$ cat src/rtl/edge_event_arbiter.sv
// Rising-edge event collector with round-robin valid/ready delivery.
// Optional input synchronizer: define EDGE_EVENT_ARB_SYNC_EN.
module edge_event_arbiter #(
   parameter  int NUM_CH = 4,
   localparam int ID_W   = $clog2(NUM_CH)
) (
   input  logic              clk,
   input  logic              reset,
   input  logic [NUM_CH-1:0] data_i,
   output logic              evt_valid_o,
   input  logic              evt_ready_i,
   output logic [ID_W-1:0]   evt_id_o,
   output logic [NUM_CH-1:0] pending_o,
   output logic [NUM_CH-1:0] overflow_o
);

   localparam int SW = ID_W + 1;

   typedef enum logic {
      S_IDLE,
      S_OFFER
   } state_t;

   state_t            r_state;
   state_t            w_state_nx;
   logic [NUM_CH-1:0] w_in;
   logic [NUM_CH-1:0] r_dly;
   logic [NUM_CH-1:0] w_rise;
   logic [NUM_CH-1:0] w_clr;
   logic [NUM_CH-1:0] r_pend;
   logic [NUM_CH-1:0] r_ovf;
   logic [ID_W-1:0]   r_ptr;
   logic [ID_W-1:0]   r_id;
   logic [ID_W-1:0]   w_win;
   logic [ID_W-1:0]   w_cand;
   logic [SW-1:0]     w_sum;
   logic              w_found;
   logic              w_load;
   logic              w_ack;

`ifdef EDGE_EVENT_ARB_SYNC_EN
   logic [NUM_CH-1:0] r_sync1;
   logic [NUM_CH-1:0] r_sync2;

   always_ff @(posedge clk) begin
      if (reset) begin
         r_sync1 <= '0;
         r_sync2 <= '0;
      end else begin
         r_sync1 <= data_i;
         r_sync2 <= r_sync1;
      end
   end

   assign w_in = r_sync2;
`else
   assign w_in = data_i;
`endif

   assign w_rise = w_in & ~r_dly;

   // First pending channel at or after r_ptr, wrapping modulo NUM_CH.
   always_comb begin
      w_win   = '0;
      w_found = 1'b0;
      w_sum   = '0;
      w_cand  = '0;
      for (int i = 0; i < NUM_CH; i++) begin
         w_sum = {1'b0, r_ptr} + SW'(i);
         if (w_sum >= SW'(NUM_CH)) begin
            w_sum = w_sum - SW'(NUM_CH);
         end
         w_cand = w_sum[ID_W-1:0];
         if (!w_found && r_pend[w_cand]) begin
            w_found = 1'b1;
            w_win   = w_cand;
         end
      end
   end

   always_comb begin
      w_state_nx = r_state;
      w_load     = 1'b0;
      w_ack      = 1'b0;
      unique case (r_state)
         S_IDLE: begin
            if (|r_pend) begin
               w_load     = 1'b1;
               w_state_nx = S_OFFER;
            end
         end
         S_OFFER: begin
            if (evt_ready_i) begin
               w_ack      = 1'b1;
               w_state_nx = S_IDLE;
            end
         end
         default: w_state_nx = S_IDLE;
      endcase
   end

   always_comb begin
      w_clr = '0;
      if (w_ack) begin
         w_clr[r_id] = 1'b1;
      end
   end

   always_ff @(posedge clk) begin
      if (reset) begin
         r_state <= S_IDLE;
      end else begin
         r_state <= w_state_nx;
      end
   end

   always_ff @(posedge clk) begin
      if (reset) begin
         r_dly  <= '0;
         r_pend <= '0;
         r_ovf  <= '0;
         r_ptr  <= '0;
         r_id   <= '0;
      end else begin
         r_dly  <= w_in;
         // A rise coinciding with its own clear is a fresh event, not a loss.
         r_pend <= (r_pend & ~w_clr) | w_rise;
         r_ovf  <= r_ovf | (w_rise & r_pend & ~w_clr);
         if (w_load) begin
            r_id <= w_win;
         end
         if (w_ack) begin
            r_ptr <= (r_id == ID_W'(NUM_CH - 1)) ? '0 : r_id + 1'b1;
         end
      end
   end

   assign evt_valid_o = (r_state == S_OFFER);
   assign evt_id_o    = r_id;
   assign pending_o   = r_pend;
   assign overflow_o  = r_ovf;

endmodule

$ cat config.mk
export PLATFORM = sky130hd
export DESIGN_NAME = edge_event_arbiter
export DESIGN_NICKNAME = d
export VERILOG_FILES = /design/src/rtl/edge_event_arbiter.sv
export SDC_FILE = /design/constraint.sdc
export NUM_CORES = 1
export LEC_CHECK = 0
export ABC_CLOCK_PERIOD_IN_PS = 1890
export CAP_MARGIN = 20
export CORE_MARGIN = 4
export CORE_UTILIZATION = 35
export CTS_CLUSTER_SIZE = 28
export DETAILED_ROUTE_END_ITERATION = 10
export GPL_ROUTABILITY_DRIVEN = 0
export REMOVE_ABC_BUFFERS = 1
export SLEW_MARGIN = 25
export SYNTH_ARGS = -nofsm -noshare
export SYNTH_HDL_FRONTEND = slang
export SYNTH_SLANG_ARGS = --single-unit
$ cat constraint.sdc
create_clock -name clk -period 1.89 [get_ports clk]
set_clock_uncertainty 0.15 [all_clocks]
set_input_delay 0.4725 -clock clk [delete_from_list [all_inputs] [get_ports clk]]
set_output_delay 0.4725 -clock clk [all_outputs]
set_load 0.1 [all_outputs]
==> out/metrics.csv, run 1 <==
metric;value;unit
Power, Total;945;uW
NetSw;353;uW
routed via count;664;
clock power share;21.1;%
post_cts resized;0;
total clock sinks;17;
mapped cell area;732;um^2
IR drop worst, VDD;401;uV
final wirelength;1700;um
largest net degree at the start of global routing;11;
Int Pwr;592;uW
Syn Inst Count;81;
Worst-Margin Slew;0.400;ns
power density over the cells;860;nW/um^2
Max Cap Viol;0;
TritonCTS clock tree;yes;
Die ar.;2890;um^2
vias in the first global route;619;
CP Buf/Inv Count;1;
Root Buffer;clkbuf_4;
H-tree depth;1;
DRT antenna net count;0;
I/O Buffers;17;
Yosys warnings;0;
crit path kind;reg -> out;
Final Critical Period;1.72;ns
Initial Util;36.9;%
Via density;5.07;
Slowest cell on crit path;dfxtp_1;
grt ovf;0;
worst-path cell chain;buf_12;
Detailed Place HPWL;1270;um
clock-pin transition on the worst setup and hold timing paths;0.10;ns
Logic pwr share;34.7;%
Critical Path AT;1.10;ns
die extent in x;53.7;um
Area growth syn-to-layout;50.1;%
DRC viols;0;
Cell variety after synth;20;
post-layout util;55.4;%
post-synthesis register bit count;17;
worst-path fanout max;10;
delay-heaviest family, CP;flip-flops;
# setup viols final;0;
most common cell after layout, fill and taps aside;dfxtp_1;
First-pass DRT Iterations;4;
Syn Area/Cell;9.04;um^2
Post-Route Setup TNS;0;ns
endpoints failing hold;0;
antenna violations before repair;0;
Period Utilization, post-route;91.0;%
register area share after synthesis;46.5;%
RSZ-0062 raised after global routing;false;
Net Sw Frac;37.3;%
clk buf depth;2;
DP Cell Count;127;
Crit path largest cell delay;0.58;ns
row cnt;16;
clk_lat worst skew;0.29;ns
Cell Count, Final, Fillers Out;131;
first-pass GRT wire length;2820;um
Rel. slew slack;73.3;%
Pleak;0.443;nW
FMAX;581;MHz
cts-stage hold buffer count;0;
Core ar.;1980;um^2
global router's overall resource usage;13.7;%
ratio of cells with drive above 1 in the final layout;19.2;%
Crit path required time;1.27;ns
Worst Setup End Kind;output pin;
DIE HEIGHT;53.7;um
Detailed Route Iter0 Violations;18;
# diodes;0;
CTS Buf Count;3;
Startpoint Class;flop;
status;finished clean;
most frequent cells in the layout;dfxtp_1 (17), nor2_1 (12), buf_12 (11);
# Post-CTS Setup Buffers;0;
sequential power share;44.2;%
drt wl/cell;13.0;um
Layout Nets;116;
IO Pins;18;
Slew Limit Fails;0;
Worst Hold Class;reg -> reg;
==> power by group through the flow <==
stage	registers (mW)	logic, mW	clock network (mW)
CTS	0.417	0.329	0.201
global placement	0.424	0.326	0
finish	0.417	0.328	0.200
global route	0.421	0.345	0.223
detailed placement	0.425	0.328	0
floorplan	0.550	0.0665	0
==> cells in the mapped netlist <==
| master | number | area, um^2 |
|---|---|---|
| nor2_1 | 12 | 45.0 |
| a311oi_1 | 1 | 8.76 |
| a211oi_1 | 1 | 7.51 |
| o211ai_1 | 1 | 7.51 |
| ha_1 | 4 | 50.1 |
| nand2b_1 | 1 | 6.26 |
| clkbuf_1 | 3 | 11.3 |
| o41ai_1 | 2 | 17.5 |
| inv_1 | 8 | 30.0 |
| dfxtp_1 | 17 | 340 |
| or2b_1 | 1 | 7.51 |
| a21oi_1 | 3 | 15.0 |
| nand2_1 | 4 | 15.0 |
| nor2b_1 | 5 | 31.3 |
| nand3_1 | 5 | 25.0 |
| mux2i_1 | 2 | 20.0 |
| a211o_1 | 2 | 17.5 |
| a41oi_1 | 4 | 35.0 |
| a22oi_1 | 4 | 30.0 |
| or4_4 | 1 | 11.3 |
==> flip-flops by register name, indices dropped and copies added (netlist names) <==
signal	flops
evt_id_o	2
evt_valid_o	1
overflow_o	4
pending_o	4
r_dly	4
r_ptr	2
==> layout make-up <==
cell class	count	area [um^2]
fillers	167	883
multi-input cells	53	350
flip-flops and latches	17	340
repair buffers	22	318
well taps	27	33.8
inverters	8	30.0
clock buffers	4	26.3
==> final timing paths <==
| kind | startpoint | end | slack [ns] | cells after the start |
|---|---|---|---|---|
| setup / recovery | evt_valid_o$_SDFF_PP0_ | evt_valid_o | 0.17 | 1 |
| hold / removal | r_ptr[1]$_SDFFE_PP0P_ | r_ptr[1]$_SDFFE_PP0P_ | 0.40 | 2 |
| setup reg to reg | pending_o[0]$_SDFF_PP0_ | evt_id_o[0]$_SDFFE_PP0P_ | 0.36 | 3 |
| hold reg to reg | r_ptr[1]$_SDFFE_PP0P_ | r_ptr[1]$_SDFFE_PP0P_ | 0.40 | 2 |
==> metal layers <==
metal,track usage [%],vias to the layer above,part of all wire [%]
li1,-,334,-
met1,18.9,302,48
met2,20.2,26,45
met3,2.77,2,7.1
met4,6.38,0,0.47
met5,0,-,0
==> cell families after synthesis <==
group / after synthesis / synth area share [%]
flip-flops: 17 / 46.5
multiplexers: 2 / 2.74
AND/OR/NAND/NOR: 29 / 19.3
adder cells (fa/ha/maj): 4 / 6.84
AO/OA/AOI/OAI: 18 / 19.0
buffers and inverters: 11 / 5.64
==> per-stage QoR <==
step | setup WS, ns | hold WS (ns) | area [um^2]
after global placement | 0.106 | 0.364 | 1070
after CTS | 0.188 | 0.390 | 1100
after detailed placement | 0.0750 | 0.375 | 1070
after global routing | 0.146 | 0.399 | 1100
final | 0.170 | 0.395 | 1100
after floorplan | -0.0752 | 0.326 | 721
(Power assumes the default switching activity.)
==> run 2, diff against run 1 <==
--- a/config.mk
+++ b/config.mk
@@ -5,14 +5,14 @@
 export SDC_FILE = /design/constraint.sdc
 export NUM_CORES = 1
 export LEC_CHECK = 0
-export ABC_CLOCK_PERIOD_IN_PS = 1890
+export ABC_CLOCK_PERIOD_IN_PS = 1850
 export CAP_MARGIN = 20
 export CORE_MARGIN = 4
 export CORE_UTILIZATION = 35
 export CTS_CLUSTER_SIZE = 28
 export DETAILED_ROUTE_END_ITERATION = 10
 export GPL_ROUTABILITY_DRIVEN = 0
-export REMOVE_ABC_BUFFERS = 1
+export SKIP_LAST_GASP = 1
 export SLEW_MARGIN = 25
 export SYNTH_ARGS = -nofsm -noshare
 export SYNTH_HDL_FRONTEND = slang
==> constraint.sdc (replaced) <==
create_clock -name clk -period 1.85 [get_ports clk]
set_clock_uncertainty 0.15 [all_clocks]
set_input_delay 0.4625 -clock clk [delete_from_list [all_inputs] [get_ports clk]]
set_output_delay 0.4625 -clock clk [all_outputs]
set_load 0.1 [all_outputs]
==> out/metrics.csv, run 2 (synthesis gave the netlist of run 1 again) <==
metric;value;unit;change
status;finished clean;;
Slew Limit Fails;0;;unchanged
I/O Buffers;17;;unchanged
Initial Util;36.9;%;unchanged
r2r setup slk;0.25;ns;-0.11 ns
Worst-Margin Slew;0.334;ns;-0.0658 ns
IO Pins;18;;unchanged
Startpoint Class;flop;;
# setup viols final;0;;unchanged
DR WL met3;71;um;-41%
clk buf depth;2;;unchanged
Metal-1 WL;729;um;-10%
TritonCTS clock tree;yes;;
Core ar.;1980;um^2;unchanged
ratio of cells with drive above 1 in the final layout;24.8;%;+5.5 points
DRT antenna net count;0;;unchanged
delay-heaviest family, CP;simple AND/OR/NAND/NOR gates;;
reg2reg end;evt_id_o[1]$_SDFFE_PP0P_;;
Detailed Route Iter0 Violations;16;;-2
RSZ-0062 raised after global routing;false;;
Logic pwr share;33.3;%;-1.4 points
worst-path fanout max;7;;-3
crit path kind;reg -> reg;;
DP Cell Count;124;;-2.4%
global router's overall resource usage;14.0;%;+0.35 points
cell area after layout;1090;um^2;-1.1%
Post-Route Setup TNS;0;ns;unchanged
cts-stage hold buffer count;0;;unchanged
highest routed layer;met4;;
Worst Setup End Kind;flop;;
DRC viols;0;;unchanged
Hold Startpoint;r_ptr[1]$_SDFFE_PP0P_;;
Critical R2R Launch;pending_o[0]$_SDFF_PP0_;;
DIE HEIGHT;53.7;um;unchanged
clock-pin transition on the worst setup and hold timing paths;0.10;ns;about the same
most common cell after layout, fill and taps aside;nor2_1;;
First-pass DRT Iterations;4;;unchanged
CTS Buf Count;3;;unchanged
sequential power share;46.1;%;+1.9 points
Rel. slew slack;77.4;%;+4.1 points
clk_lat worst skew;0.29;ns;about the same
# Post-CTS Setup Buffers;0;;unchanged
Area growth syn-to-layout;48.4;%;
Slowest cell on crit path;or4_4;;
Crit path required time;1.86;ns;+0.59 ns
row cnt;16;;unchanged
Period Utilization, post-route;86.7;%;
CP Buf/Inv Count;0;;-1
power density over the cells;875;nW/um^2;+1.8%
antenna violations before repair;0;;unchanged
Cell Count, Final, Fillers Out;128;;-2.3%
R2R cell count;3;;unchanged
hold worst-path end;r_ptr[1]$_SDFFE_PP0P_;;
Worst Hold Class;reg -> reg;;
H-tree depth;1;;unchanged
vias in the first global route;617;;-0.32%
Pleak;0.432;nW;-2.4%
Max Cap Viol;0;;unchanged
# fillers;171;;+2.4%
met2 wire length;742;um;-2.2%
Critical Path AT;1.61;ns;+0.51 ns
Crit path largest cell delay;0.58;ns;about the same
Layout Nets;113;;-2.6%
Int Pwr;599;uW;+1.1%
Hold Path Stages;2;;unchanged
# diodes;0;;unchanged
total clock sinks;17;;unchanged
worst-path cell chain;or4_4, a211o_1, o41ai_1;;
final wirelength;1600;um;-6.0%
NetSw;351;uW;-0.32%
drt wl/cell;12.5;um;-3.8%
Final Critical Period;1.60;ns;
Detailed Place HPWL;1280;um;+0.89%
IR drop worst, VDD;478;uV;+19%
most frequent cells in the layout;nor2_1 (12), buf_12 (11), dfxtp_1 (10);;
grt ovf;0;;unchanged
largest net degree at the start of global routing;13;;+2
Power, Total;950;uW;+0.59%
Via density;4.95;;-2.4%
Synthesized Nets;92;;
Net Sw Frac;37.0;%;-0.34 points
endpoints failing hold;0;;unchanged
clock power share;20.6;%;-0.5 points
hold_ws;0.389;ns;-0.00662 ns
die extent in x;53.7;um;unchanged
Die ar.;2890;um^2;unchanged
FMAX;624;MHz;
Cell Area, Placed;1060;um^2;-1.3%
routed via count;633;;-4.7%
Root Buffer;clkbuf_4;;
post_cts resized;0;;unchanged
first-pass GRT wire length;2800;um;-0.50%
-- run 2: cell types whose count changed in the layout (fill, tap and decap cells not counted) --
cell      delta
clkinv_2     +1
clkbuf_1     -1
buf_4        -3
dfxtp_2      +7
dfxtp_1      -7
-- run 2: worst max path at each step --
| stage | slack (ns) | startpoint | to | cells after the start |
|---|---|---|---|---|
| after floorplan | 0.14 | pending_o[0]$_SDFF_PP0_ | evt_id_o[1]$_SDFFE_PP0P_ | 3 |
| after global placement | 0.05 | evt_ready_i | overflow_o[2]$_SDFF_PP0_ | 4 |
| after detailed placement | 0.06 | evt_ready_i | overflow_o[2]$_SDFF_PP0_ | 4 |
| after CTS | 0.24 | pending_o[0]$_SDFF_PP0_ | evt_id_o[1]$_SDFFE_PP0P_ | 3 |
| after global routing | 0.20 | pending_o[0]$_SDFF_PP0_ | evt_id_o[1]$_SDFFE_PP0P_ | 3 |
| final | 0.25 | pending_o[0]$_SDFF_PP0_ | evt_id_o[1]$_SDFFE_PP0P_ | 3 |
-- run 2: metrics by stage --
step | setup WS, ns | util (%)
2_1_floorplan | 0.139 | -
3_3_place_gp | 0.0522 | 53.4
3_5_place_dp | 0.0591 | 53.4
4_1_cts | 0.235 | 54.8
5_1_grt | 0.202 | 54.8
6_report | 0.247 | 54.8
-- run 2: metal layers --
metal | vias up | GRT usage [%]
met3 | 6 | 3.32
met5 | - | 0
li1 | 326 | -
met2 | 13 | 19.6
met4 | 0 | 11.5
met1 | 288 | 18.0
-- run 2: cell type report --
type / instances / area [um^2] / area share (%)
inverter: 8 / 30.0 / 2.76
sequential: 17 / 349 / 32.1
timing repair buffer: 19 / 295 / 27.2
multi-input combinational: 53 / 350 / 32.3
tap: 27 / 33.8 / 3.11
clock buffer: 3 / 22.5 / 2.07
clock inverter: 1 / 5.00 / 0.461
-- run 2: power by group through the flow --
stage | Clock [mW] | Sequential, mW | Combinational, mW
after detailed placement | 0 | 0.447 | 0.318
after global routing | 0.227 | 0.444 | 0.335
after CTS | 0.208 | 0.439 | 0.319
after global placement | 0 | 0.445 | 0.317
final | 0.196 | 0.438 | 0.316
after floorplan | 0 | 0.562 | 0.0771
-- run 2: worst register-to-register path, delay by kind of cell (launching register included) --
| family | cells | cell delay, ns |
|---|---|---|
| AO/OA/AOI/OAI | 2 | 0.38 |
| flip-flops | 1 | 0.38 |
| AND/OR/NAND/NOR | 1 | 0.58 |
